==> src/rtl/fetch_pc_ctrl.sv <==
// Program counter and fetch control ahead of a 1-cycle registered instruction memory.
// Handles stall, branch redirect with wrong-path squash, HALT freeze and a delivered count.
module fetch_pc_ctrl #(
  parameter int unsigned      PC_W        = 12,
  parameter int unsigned      INSTR_W     = 16,
  parameter logic [PC_W-1:0]  RESET_PC    = '0,
  parameter logic [3:0]       HALT_OPCODE = 4'hF
) (
  input  logic               i_clk,
  input  logic               i_reset,
  input  logic               i_stop,
  input  logic               i_branch_taken,
  input  logic [PC_W-1:0]    i_branch_target,
  input  logic [INSTR_W-1:0] i_instruction,
  output logic [PC_W-1:0]    o_pc,
  output logic [INSTR_W-1:0] o_if_instruction,
  output logic [PC_W-1:0]    o_if_pc,
  output logic               o_if_valid,
  output logic               o_halted,
  output logic [15:0]        o_fetch_cnt
);

  logic [PC_W-1:0] pc_q, pc_d;
  logic [PC_W-1:0] if_pc_q, if_pc_d;
  logic            if_valid_q, if_valid_d;
  logic            halted_q, halted_d;
  logic [15:0]     cnt_q, cnt_d;

  logic [3:0] opcode;
  logic       is_halt;
  logic       br;
  logic       hlt;
  logic       consume;

  always_comb begin
    opcode  = i_instruction[INSTR_W-1 -: 4];
    is_halt = (opcode == HALT_OPCODE);
    br      = i_branch_taken & if_valid_q & ~is_halt;
    hlt     = if_valid_q & is_halt & ~i_stop;
    // A HALT is consumed too, so it is counted along with ordinary instructions.
    consume = if_valid_q & ~i_stop & ~br;
  end

  always_comb begin
    pc_d       = pc_q;
    if_pc_d    = if_pc_q;
    if_valid_d = if_valid_q;
    halted_d   = halted_q;
    cnt_d      = cnt_q;
    if (!halted_q) begin
      if (br) begin
        // Redirect even under stall; the in-flight old-path word is squashed.
        pc_d       = i_branch_target;
        if_valid_d = 1'b0;
      end else if (i_stop) begin
        pc_d = pc_q;
      end else if (hlt) begin
        halted_d   = 1'b1;
        if_valid_d = 1'b0;
      end else begin
        pc_d       = pc_q + PC_W'(1);
        if_pc_d    = pc_q;
        if_valid_d = 1'b1;
      end
      if (consume && cnt_q != 16'hFFFF) begin
        cnt_d = cnt_q + 16'd1;
      end
    end
  end

  always_ff @(posedge i_clk) begin
    if (i_reset) begin
      pc_q       <= RESET_PC;
      if_pc_q    <= '0;
      if_valid_q <= 1'b0;
      halted_q   <= 1'b0;
      cnt_q      <= '0;
    end else begin
      pc_q       <= pc_d;
      if_pc_q    <= if_pc_d;
      if_valid_q <= if_valid_d;
      halted_q   <= halted_d;
      cnt_q      <= cnt_d;
    end
  end

  assign o_pc             = pc_q;
  assign o_if_instruction = i_instruction;
  assign o_if_pc          = if_pc_q;
  assign o_if_valid       = if_valid_q;
  assign o_halted         = halted_q;
  assign o_fetch_cnt      = cnt_q;

endmodule

==> config.mk <==
export PLATFORM = sky130hd
export DESIGN_NAME = fetch_pc_ctrl
export DESIGN_NICKNAME = d
export VERILOG_FILES = /design/src/rtl/fetch_pc_ctrl.sv
export SDC_FILE = /design/constraint.sdc
export NUM_CORES = 1
export LEC_CHECK = 0
export BUFFER_PORTS_ARGS = -buffer_cell sky130_fd_sc_hd__buf_4
export CORE_AREA = 4 4 70 72
export DETAILED_ROUTE_END_ITERATION = 12
export DIE_AREA = 0 0 74 76
export PLACE_DENSITY = 0.87
export SYNTH_ARGS = -nofsm -noshare
export SYNTH_HDL_FRONTEND = slang
export SYNTH_SLANG_ARGS = --single-unit
==> constraint.sdc <==
create_clock -name i_clk -period 2.7 [get_ports i_clk]
set_input_delay 0.54 -clock i_clk [delete_from_list [all_inputs] [get_ports i_clk]]
set_output_delay 0.54 -clock i_clk [all_outputs]
set_load 0.005 [all_outputs]
==> reports/results.md, run 1 <==
| Parameter | This run |
|---|---|
| Run status | finished, final reports clean |
| Post-synthesis cell count | 256 |
| Instance count on the critical path | 6 |
| Initial core utilization | 50.70% |
| Flop2flop setup slack | 0.79 ns |
| Met3 wire length | 365 microns |
| Post_cts resized | 0 |
| Critical path class | in2reg |
| Share of cells above drive strength 1 | 27.39% |
| Total grt overflow | 0 |
| Fill cell instance count of the final layout | 376 |
| Global-route wire length before repair | 8783 microns |
| Share of flip-flops with an asynchronous set or reset after synthesis | 0% |
| Clock tree root buffer cell | clkbuf_8 |
| Routed metal-1 wire length | 2283 microns |
| Layout area overhead | 23.33% |
| Most used standard cell by instance count after synthesis | dfxtp_1 |
| Most used standard cells in the synthesized netlist | dfxtp_1, nor2_1, buf_4, nand2_1 |
| Number of warnings reported in the yosys synthesis log | 0 |
| Pwr Total | 1279 uW |
| Antenna violations before repair | 0 |
| Sinks on Clock Net | 42 |
| Global Route Usage Sum | 19.12% |
| Unrepaired setup endpoints after global routing | false |
| Die X-Extent | 74 microns |
| CP endpoint kind | flop |
| Main area contributors after synthesis | dfxtp_1, nor2_1, buf_4 |
| Critical Path Sink | o_pc[2]$_SDFFE_PP0P_ |
| Delay-heaviest family, CP | simple AND/OR/NAND/NOR gates |
| Max-slew violation count | 0 |
| Start point of the worst min-delay path | o_if_pc[8]$_SDFFE_PP0P_ |
| Critical path cell sequence | buf_4 -> and4_1 -> or2_1 -> mux2_2 -> a22oi_1 -> nor2_1 |
| Launching point of the worst reg2reg path | o_if_valid$_SDFFE_PP0P_ |
| Worst path slowest cell | or2_1 |
| Pin count of the biggest net entering global routing | 45 |
| # Post-CTS Setup Buffers | 0 |
| Share of power burned in combinational logic | 11.8% |
| Relative contribution of sequential cells to total power | 51.6% |
| Internal Dissipation | 971.2 uW |
| Post-route setup TNS | 0 ns |
| Sequential cell area fraction in the yosys report | 38.62% |
| Bufs on Longest Clock Path | 2 |
| Static leakage | 0.001120 uW |
| Fraction of the cycle the final worst path needs | 74.57% |
| Switch share | 24.05% |
| Critical Path Start | i_instruction[14] |
| Number of nets still failing antenna checks after routing | 0 |
| Synthesized area per cell | 8.504 sq um |
| Die outline area | 5624 sq um |
| Clock Skews | 0.007357 ns |
| Highest attainable clock frequency | 496.7 MHz |
| Number of design rule violations left after detail routing | 0 |
| Largest stage delay on the critical path | 0.50 ns |
| Nets | 336 |
| Worst Reg2Reg Path Length in Cells | 5 |
| Floorplan core area | 4294 sq um |
| Clock network latency to the later pin of the worst-skew pair | 0.29 ns |
| Total of buffers placed on input and output ports | 65 |
| Count of maximum capacitance violations | 0 |
| Number of vias per cell | 5.755 |
| Net count after synthesis | 290 |
| Height of the chip | 76 microns |
| Average routed wire per standard cell | 14.88 microns |
| Type of the tightest min-delay check | reg2reg |
| CTS Hold Buffers Added | 0 |
| Boundary Pins | 90 |
| Areal power density over the cells | 476.2 nW/um^2 |
| Reported net switching power | 307.5 uW |
| Maximum vdd drop | 0.0001983 V |
| Via count of the routed design | 2043 |
| Slew at the pin with the worst max-slew slack | 0.5795 ns |
| Post-synth top area cell | dfxtp_1 |
| Antenna diodes | 0 |
| Count of buffering cells on the critical path with inverters included | 1 |
| Final hold violations | 0 |
| Number of enable-type register cells in the synthesized netlist | 0 |
| Top layer used by detailed routing | met4 |
| Count of state elements after synthesis | 42 |
| Clock tree from TritonCTS | yes |
| Startpoint class of the critical path | input pin |
| Clock-pin slew of the registers on the worst-case setup and hold paths | 0.08 ns |
| Clock share of power | 36.6% |
| Total CTS buffers | 5 |
| Number of core rows | 24 |
| Total standard cell area after synthesis | 2177 sq um |
| Clock H-tree levels | 2 |
| Half-perimeter wire length after placement | 3697 microns |
| Routability congestion estimate | 0.8502 |
| Yosys top cell area share | 38.62% |
| Met2 WL post-DR | 2461 microns |
| Clock period minus final worst setup slack | 2.013 ns |
| Storage cell area | 840.8 sq um |
| Maximum net fanout on the critical path | 16 |
| Worst path arrival time | 2.18 ns |
| Most used flip-flop cell after synthesis | dfxtp_1 |
| First-pass detailed-route iteration total | 4 |
| End of the worst register-to-register path | o_pc[5]$_SDFFE_PP0P_ |
| Multi-input logic area | 1151 sq um |
| Slew HR | 61.05% |
| Final setup vio count | 0 |
| CP required | 2.87 ns |
| First DRT Iteration DRCs | 121 |
| Total wire length | 5283 microns |
| Vias in the first global route | 1910 |
| Distinct cell type count of the synthesized netlist | 50 |
[layout make-up]
class	count	share of cell area, %
inverter	2	0.2796
sequential	42	31.31
timing repair buffer	68	19.01
tap	52	2.423
multi-input combinational	183	42.87
clock buffer	8	4.101
[through the flow]
stage	utilization, %	hold slack (ns)	instances	area (sq um)	setup WS, ns
floorplan	-	0.4850	256	2177	0.7352
global placement	59.97	0.4742	347	2575	0.4690
detailed placement	59.97	0.4822	347	2575	0.4267
CTS	62.53	0.5038	355	2685	0.6985
global route	62.53	0.5150	355	2685	0.6120
finish	62.53	0.4950	355	2685	0.6867
[power by group through the flow]
stage / clock [uW] / combinational, uW / sequential, uW
final: 468 / 151 / 660
after global routing: 504 / 168 / 664
after CTS: 480 / 152 / 659
after detailed placement: 0 / 151 / 674
after global placement: 0 / 148 / 673
after floorplan: 0 / 104 / 667
[layout by cell type, fill, tap and decap left out, types with 2 or more instances in the layout]
cell      Yosys  final
buf_4        17     68
dfxtp_1      42     42
nor2_1       37     37
nand2_1      16     16
nand4_1      13     13
a21oi_1      13     13
mux2i_1      12     12
o21ai_0      10     10
nand3_1       8      8
clkbuf_8      0      8
xnor2_1       6      6
and4_1        5      5
or3_1         5      5
a211oi_1      5      5
nor3_1        5      5
xor2_1        5      5
a31oi_1       3      3
a21o_1        3      3
a22oi_1       3      3
and3_1        2      2
a41o_1        2      2
inv_1         2      2
mux2_1        2      2
nor2b_1       2      2
or4_1         2      2
ha_1          2      2
[cell families (layout without fill, tap and decap cells)]
family | Yosys count | count (layout) | share of synthesized area (%)
AO/OA/AOI/OAI | 49 | 49 | 15.06
XOR/XNOR | 11 | 11 | 4.425
adder cells (fa/ha/maj) | 2 | 2 | 1.149
buffers and inverters | 31 | 78 | 8.506
flip-flops | 42 | 42 | 38.62
multiplexers | 15 | 15 | 7.069
AND/OR/NAND/NOR | 106 | 106 | 25.17
[worst min-delay path: stages (launching register included)]
cell,delay (ns)
dfxtp_1,0.33
mux2i_1,0.06
nor2_1,0.07
[how the worst min path moves through the flow]
stage | endpoint | slack [ns] | cells after the start
5_1_grt | o_pc[1]$_SDFFE_PP0P_ | 0.52 | 3
4_1_cts | o_if_pc[8]$_SDFFE_PP0P_ | 0.50 | 2
2_1_floorplan | o_if_pc[0]$_SDFFE_PP0P_ | 0.48 | 2
3_3_place_gp | o_if_pc[9]$_SDFFE_PP0P_ | 0.47 | 2
6_report | o_if_pc[8]$_SDFFE_PP0P_ | 0.50 | 2
3_5_place_dp | o_if_pc[8]$_SDFFE_PP0P_ | 0.48 | 2
[metal layers]
layer	global-route usage [%]	vias to the layer above
met1	24.69	947
li1	-	1001
met3	3.826	17
met4	9.058	0
met5	0	-
met2	29.96	78
[registers in the layout, summed over array words and instances, names as in the netlist]
signal,count
o_fetch_cnt,16
o_if_pc,12
o_pc,12
o_halted,1
o_if_valid,1
Note: power is estimated with default switching activity, not from simulation.
==> run 2: changes to the inputs <==
Settings changed: CORE_AREA 4 4 70 72 to 4 4 73 75, DIE_AREA 0 0 74 76 to 0 0 77 79, PLACE_DENSITY 0.87 to 0.81.
Clock period 2.7 ns to 2.1 ns, I/O delays scaled along.
==> run 2 against run 1 <==
  * Via count increased by 0.78%
  * Global-route usage decreased by 1.5 points
  * Power increased by 25%
  * Clock skew decreased by 0.0014 ns
  * Largest cell class unchanged
==> reports/results.md, run 2 (synthesis gave the netlist of run 1 again) <==
| Parameter | This run |
|---|---|
| Half-perimeter wire length after placement | 3816 microns |
| Post-route setup TNS | 0 ns |
| Pin count of the biggest net entering global routing | 45 |
| Height of the chip | 79 microns |
| Initial core utilization | 46.71% |
| Max-slew violation count | 0 |
| Sinks on Clock Net | 42 |
| Most common cell after layout, fill and taps aside | buf_4 |
| Layout area overhead | 25.06% |
| Bufs on Longest Clock Path | 2 |
| Fraction of the cycle the final worst path needs | 88.54% |
| Global-route wire length before repair | 8838 microns |
| Commonest non-fill, non-tap cells in the layout | buf_4, dfxtp_1, nor2_1 |
| Unrepaired setup endpoints after global routing | false |
| Total wire length | 5310 microns |
| Total CTS buffers | 5 |
| Slew at the pin with the worst max-slew slack | 0.4570 ns |
| Clock H-tree levels | 2 |
| Number of vias per cell | 5.688 |
| Number of nets still failing antenna checks after routing | 0 |
| Post-DP Area | 2628 sq um |
| Post_cts resized | 0 |
| Final setup vio count | 0 |
| Worst path arrival time | 2.08 ns |
| Number of core rows | 25 |
| Vias in the first global route | 1896 |
| Maximum vdd drop | 0.0003164 V |
| Run status | finished, final reports clean |
| Clock period minus final worst setup slack | 1.859 ns |
| First-pass detailed-route iteration total | 4 |
| Antenna violations before repair | 0 |
| Antenna diodes | 0 |
| Cells on Worst Hold Path | 3 |
| Number of design rule violations left after detail routing | 0 |
| Routability congestion estimate | 0.8244 |
| Clock network latency to the later pin of the worst-skew pair | 0.29 ns |
| Final design utilization | 58.42% |
| Boundary Pins | 90 |
| Highest attainable clock frequency | 537.8 MHz |
| Maximum net fanout on the critical path | 4 |
| CP endpoint kind | flop |
| Nets | 341 |
| Die X-Extent | 77 microns |
| Final hold violations | 0 |
| Die outline area | 6083 sq um |
| Floorplan core area | 4661 sq um |
| CP required | 2.32 ns |
| CTS Hold Buffers Added | 0 |
| Clock tree from TritonCTS | yes |
| Global Route Usage Sum | 17.58% |
| Count of maximum capacitance violations | 0 |
| Post-route design area | 2723 sq um |
| Clock-pin slew of the registers on the worst-case setup and hold paths | 0.08 ns |
| Via count of the routed design | 2059 |
| Clock Skews | 0.005946 ns |
| Static leakage | 0.001138 uW |
| Average routed wire per standard cell | 14.67 microns |
| Total of buffers placed on input and output ports | 65 |
| # Post-CTS Setup Buffers | 0 |
| Worst Reg2Reg Path Length in Cells | 6 |
| Share of cells above drive strength 1 | 28.57% |
| Startpoint class of the critical path | flop |
| Areal power density over the cells | 586.4 nW/um^2 |
| Fill cell instance count of the final layout | 431 |
| Total grt overflow | 0 |
| Slew HR | 69.53% |
| Flip-flop count of the largest register, all copies and words added | 16 |
| Type of the tightest min-delay check | in2reg |
| Clock tree root buffer cell | clkbuf_8 |
| First DRT Iteration DRCs | 186 |
| Critical path class | reg2reg |
## run 2: cell types whose count changed in the layout (fill, tap and decap cells not counted), sizes merged
cell      before  now
clkbuf         8    6
clkinvlp       0    1
clkinv         0    1
buf           68   73
## run 2: area by class of cell
class	count	area [sq um]	share of cell area, %
inverters	2	7.507	0.2757
well taps	54	67.56	2.482
clock inverters	2	12.51	0.4596
repair buffers	73	560.5	20.59
multi-input cells	183	1151	42.28
clock buffers	6	82.58	3.033
flip-flops and latches	42	840.8	30.88
## run 2: path summary, 6_finish.rpt
check	startpoint	to	slack [ns]
max	o_fetch_cnt[0]$_SDFFE_PP0P_	o_fetch_cnt[9]$_SDFFE_PP0P_	0.24
min	i_branch_target[1]	o_pc[1]$_SDFFE_PP0P_	0.42
max reg2reg	o_fetch_cnt[0]$_SDFFE_PP0P_	o_fetch_cnt[9]$_SDFFE_PP0P_	0.24
min reg2reg	o_if_pc[9]$_SDFFE_PP0P_	o_if_pc[9]$_SDFFE_PP0P_	0.50
## run 2: where the power goes
group	total (uW)	switching (uW)	internal [uW]
clock	541	277	264
sequential	847	29.9	817
combinational	208	99.5	109
total	1600	406	1190
## run 2: per-layer routing
metal / wire, microns / track usage, % / vias to the layer above / part of all wire (%)
li1: - / - / 1012 / -
met2: 2589 / 29.70 / 58 / 49
met4: 79 / 5.872 / 0 / 1.5
met1: 2334 / 21.43 / 981 / 44
met5: 0 / 0 / - / 0
met3: 306 / 5.215 / 8 / 5.8
## run 2: metrics by stage
stage                     std cells  total power (uW)  worst slack [ns]  hold slack, ns
after floorplan                 256             990.7            0.2552          0.4850
after global placement          354              1068           0.06215          0.4731
after detailed placement        354              1073           0.02606          0.4833
after CTS                       362              1610            0.2430          0.4130
after global routing            362              1676            0.1763          0.4171
final                           362              1596            0.2406          0.4197
## run 2: critical path, stage by stage, from the launching register on
cell,delay (ns)
dfxtp_1,0.35
ha_1,0.22
nand3_1,0.15
nor4_2,0.08
or3_4,0.38
or4_1,0.47
a21oi_1,0.14
==> run 3: changes to the inputs <==
Settings changed: CORE_AREA 4 4 73 75 to 4 4 70 78, DIE_AREA 0 0 77 79 to 0 0 74 82.
==> run 3 against run 2 <==
  * Clock skew increased by 0.0050 ns
  * Power increased by 14%
  * First-iteration DRC count increased by 8.6%
  * Sequential share of layout area decreased by 0.50 points
  * Wire length decreased by 0.26%
  * Critical path depth unchanged
  * Global-route usage increased by 0.11 points
  * Critical endpoint unchanged
  * Largest cell class unchanged
==> reports/results.md, run 3 (synthesis gave the netlist of run 1 again) <==
| Parameter | This run |
|---|---|
| Run status | finished, final reports clean |
| Clock Skews | 0.01091 ns |
| Final setup vio count | 0 |
| Delay-heaviest family, CP | simple AND/OR/NAND/NOR gates |
| Layout area overhead | 27.13% |
| Clock tree from TritonCTS | yes |
| Slew at the pin with the worst max-slew slack | 0.4553 ns |
| Height of the chip | 82 microns |
| Max-slew violation count | 0 |
| Maximum net fanout on the critical path | 4 |
| Number of core rows | 26 |
| Unrepaired setup endpoints after global routing | false |
| Number of nets still failing antenna checks after routing | 0 |
| Clock-pin slew of the registers on the worst-case setup and hold paths | 0.09 ns |
| Count of buffering cells on the critical path with inverters included | 0 |
| Die X-Extent | 74 microns |
| Nets | 341 |
| Slew HR | 69.65% |
| Total grt overflow | 0 |
| Worst path arrival time | 2.10 ns |
| Most common cell after layout, fill and taps aside | buf_4 |
| CP required | 2.34 ns |
| Clock H-tree levels | 2 |
| Routability congestion estimate | 0.8064 |
| Global-route wire length before repair | 8514 microns |
| Critical path class | reg2reg |
| Total of buffers placed on input and output ports | 65 |
| Static leakage | 0.001160 uW |
| Global Route Usage Sum | 17.68% |
| Clock tree root buffer cell | clkbuf_8 |
| Startpoint class of the critical path | flop |
| Die outline area | 6068 sq um |
| # Post-CTS Setup Buffers | 0 |
| Type of the tightest min-delay check | in2reg |
| First-pass detailed-route iteration total | 4 |
| Initial core utilization | 46.80% |
| Pin count of the biggest net entering global routing | 45 |
| Post-route setup TNS | 0 ns |
| Total wire length | 5296 microns |
| Floorplan core area | 4652 sq um |
| Worst path slowest cell | or4_1 |
| Count of placed standard cells including taps | 356 |
| Average routed wire per standard cell | 14.55 microns |
| Sinks on Clock Net | 42 |
| Post_cts resized | 0 |
| Number of vias per cell | 5.643 |
| Clock period minus final worst setup slack | 1.863 ns |
| CTS Hold Buffers Added | 0 |
| Flip-flop count of the largest register, all copies and words added | 16 |
| Number of design rule violations left after detail routing | 0 |
| Final hold violations | 0 |
| First DRT Iteration DRCs | 202 |
| Largest stage delay on the critical path | 0.47 ns |
| Total CTS buffers | 5 |
| Antenna violations before repair | 0 |
| Fraction of the cycle the final worst path needs | 88.74% |
| Vias in the first global route | 1907 |
| Commonest non-fill, non-tap cells in the layout | buf_4, dfxtp_1, nor2_1 |
| Antenna diodes | 0 |
| Bufs on Longest Clock Path | 2 |
| Clock network latency to the later pin of the worst-skew pair | 0.30 ns |
| Via count of the routed design | 2054 |
| Areal power density over the cells | 658.3 nW/um^2 |
| CP endpoint kind | flop |
| Share of cells above drive strength 1 | 28.57% |
| Maximum vdd drop | 0.0004988 V |
| Finished Layout Cells | 364 |
| Half-perimeter wire length after placement | 3819 microns |
| Count of maximum capacitance violations | 0 |
| Critical path cell sequence | ha_1 -> nand3_1 -> nor4_2 -> or3_4 -> or4_1 -> a21oi_1 |
| Highest attainable clock frequency | 536.6 MHz |
| Boundary Pins | 90 |
[run 3: cell count changes in the layout (fill, tap and decap cells not counted), sizes merged]
cell | previous run | this run
clkinvlp | 1 | 0
clkbuf | 6 | 5
bufinv | 0 | 2
[run 3: layer usage]
metal / vias to the layer above / track usage [%] / routed length (microns)
met5: - / 0 / 0
met3: 5 / 5.018 / 343
met1: 969 / 20.64 / 2257
met4: 0 / 5.435 / 50
li1: 1020 / - / -
met2: 60 / 31.03 / 2645
[run 3: metrics by stage]
step,worst slack (ns),hold WS [ns],util [%],power (uW),cell area (sq um)
2_1_floorplan,0.2552,0.4850,-,990.7,2177
3_3_place_gp,0.1047,0.4750,56.54,1065,2630
3_5_place_dp,0.04047,0.4826,56.54,1070,2630
4_1_cts,0.2303,0.4022,59.49,1834,2768
5_1_grt,0.07602,0.4064,59.49,1886,2768
6_report,0.2365,0.4076,59.49,1822,2768
[run 3: final timing paths]
check | from | endpoint | slack, ns | depth (start not counted)
worst max-delay path | o_fetch_cnt[0]$_SDFFE_PP0P_ | o_fetch_cnt[9]$_SDFFE_PP0P_ | 0.24 | 6
worst min-delay path | i_branch_target[0] | o_pc[0]$_SDFFE_PP0P_ | 0.41 | 3
worst max register to register | o_fetch_cnt[0]$_SDFFE_PP0P_ | o_fetch_cnt[9]$_SDFFE_PP0P_ | 0.24 | 6
worst min register to register | o_if_pc[3]$_SDFFE_PP0P_ | o_if_pc[3]$_SDFFE_PP0P_ | 0.50 | 2
[run 3: power breakdown]
| part | leakage [uW] | internal [uW] | switching (uW) |
|---|---|---|---|
| Sequential | 0.000340 | 817 | 31.2 |
| Clock | 0.0000683 | 476 | 294 |
| Combinational | 0.000751 | 108 | 95.1 |
[run 3: final cells by class]
class / instances / area (sq um)
fill: 420 / 1884
multi-input combinational: 183 / 1151
sequential: 42 / 840.8
timing repair buffer: 73 / 560.5
tap: 56 / 70.07
clock buffer: 5 / 68.82
clock inverter: 3 / 68.82
inverter: 2 / 7.507
[run 3: tightest hold or removal path, stage by stage]
cell and delay, ns:
buf_4 0.11, nand3_1 0.05, a31oi_1 0.07
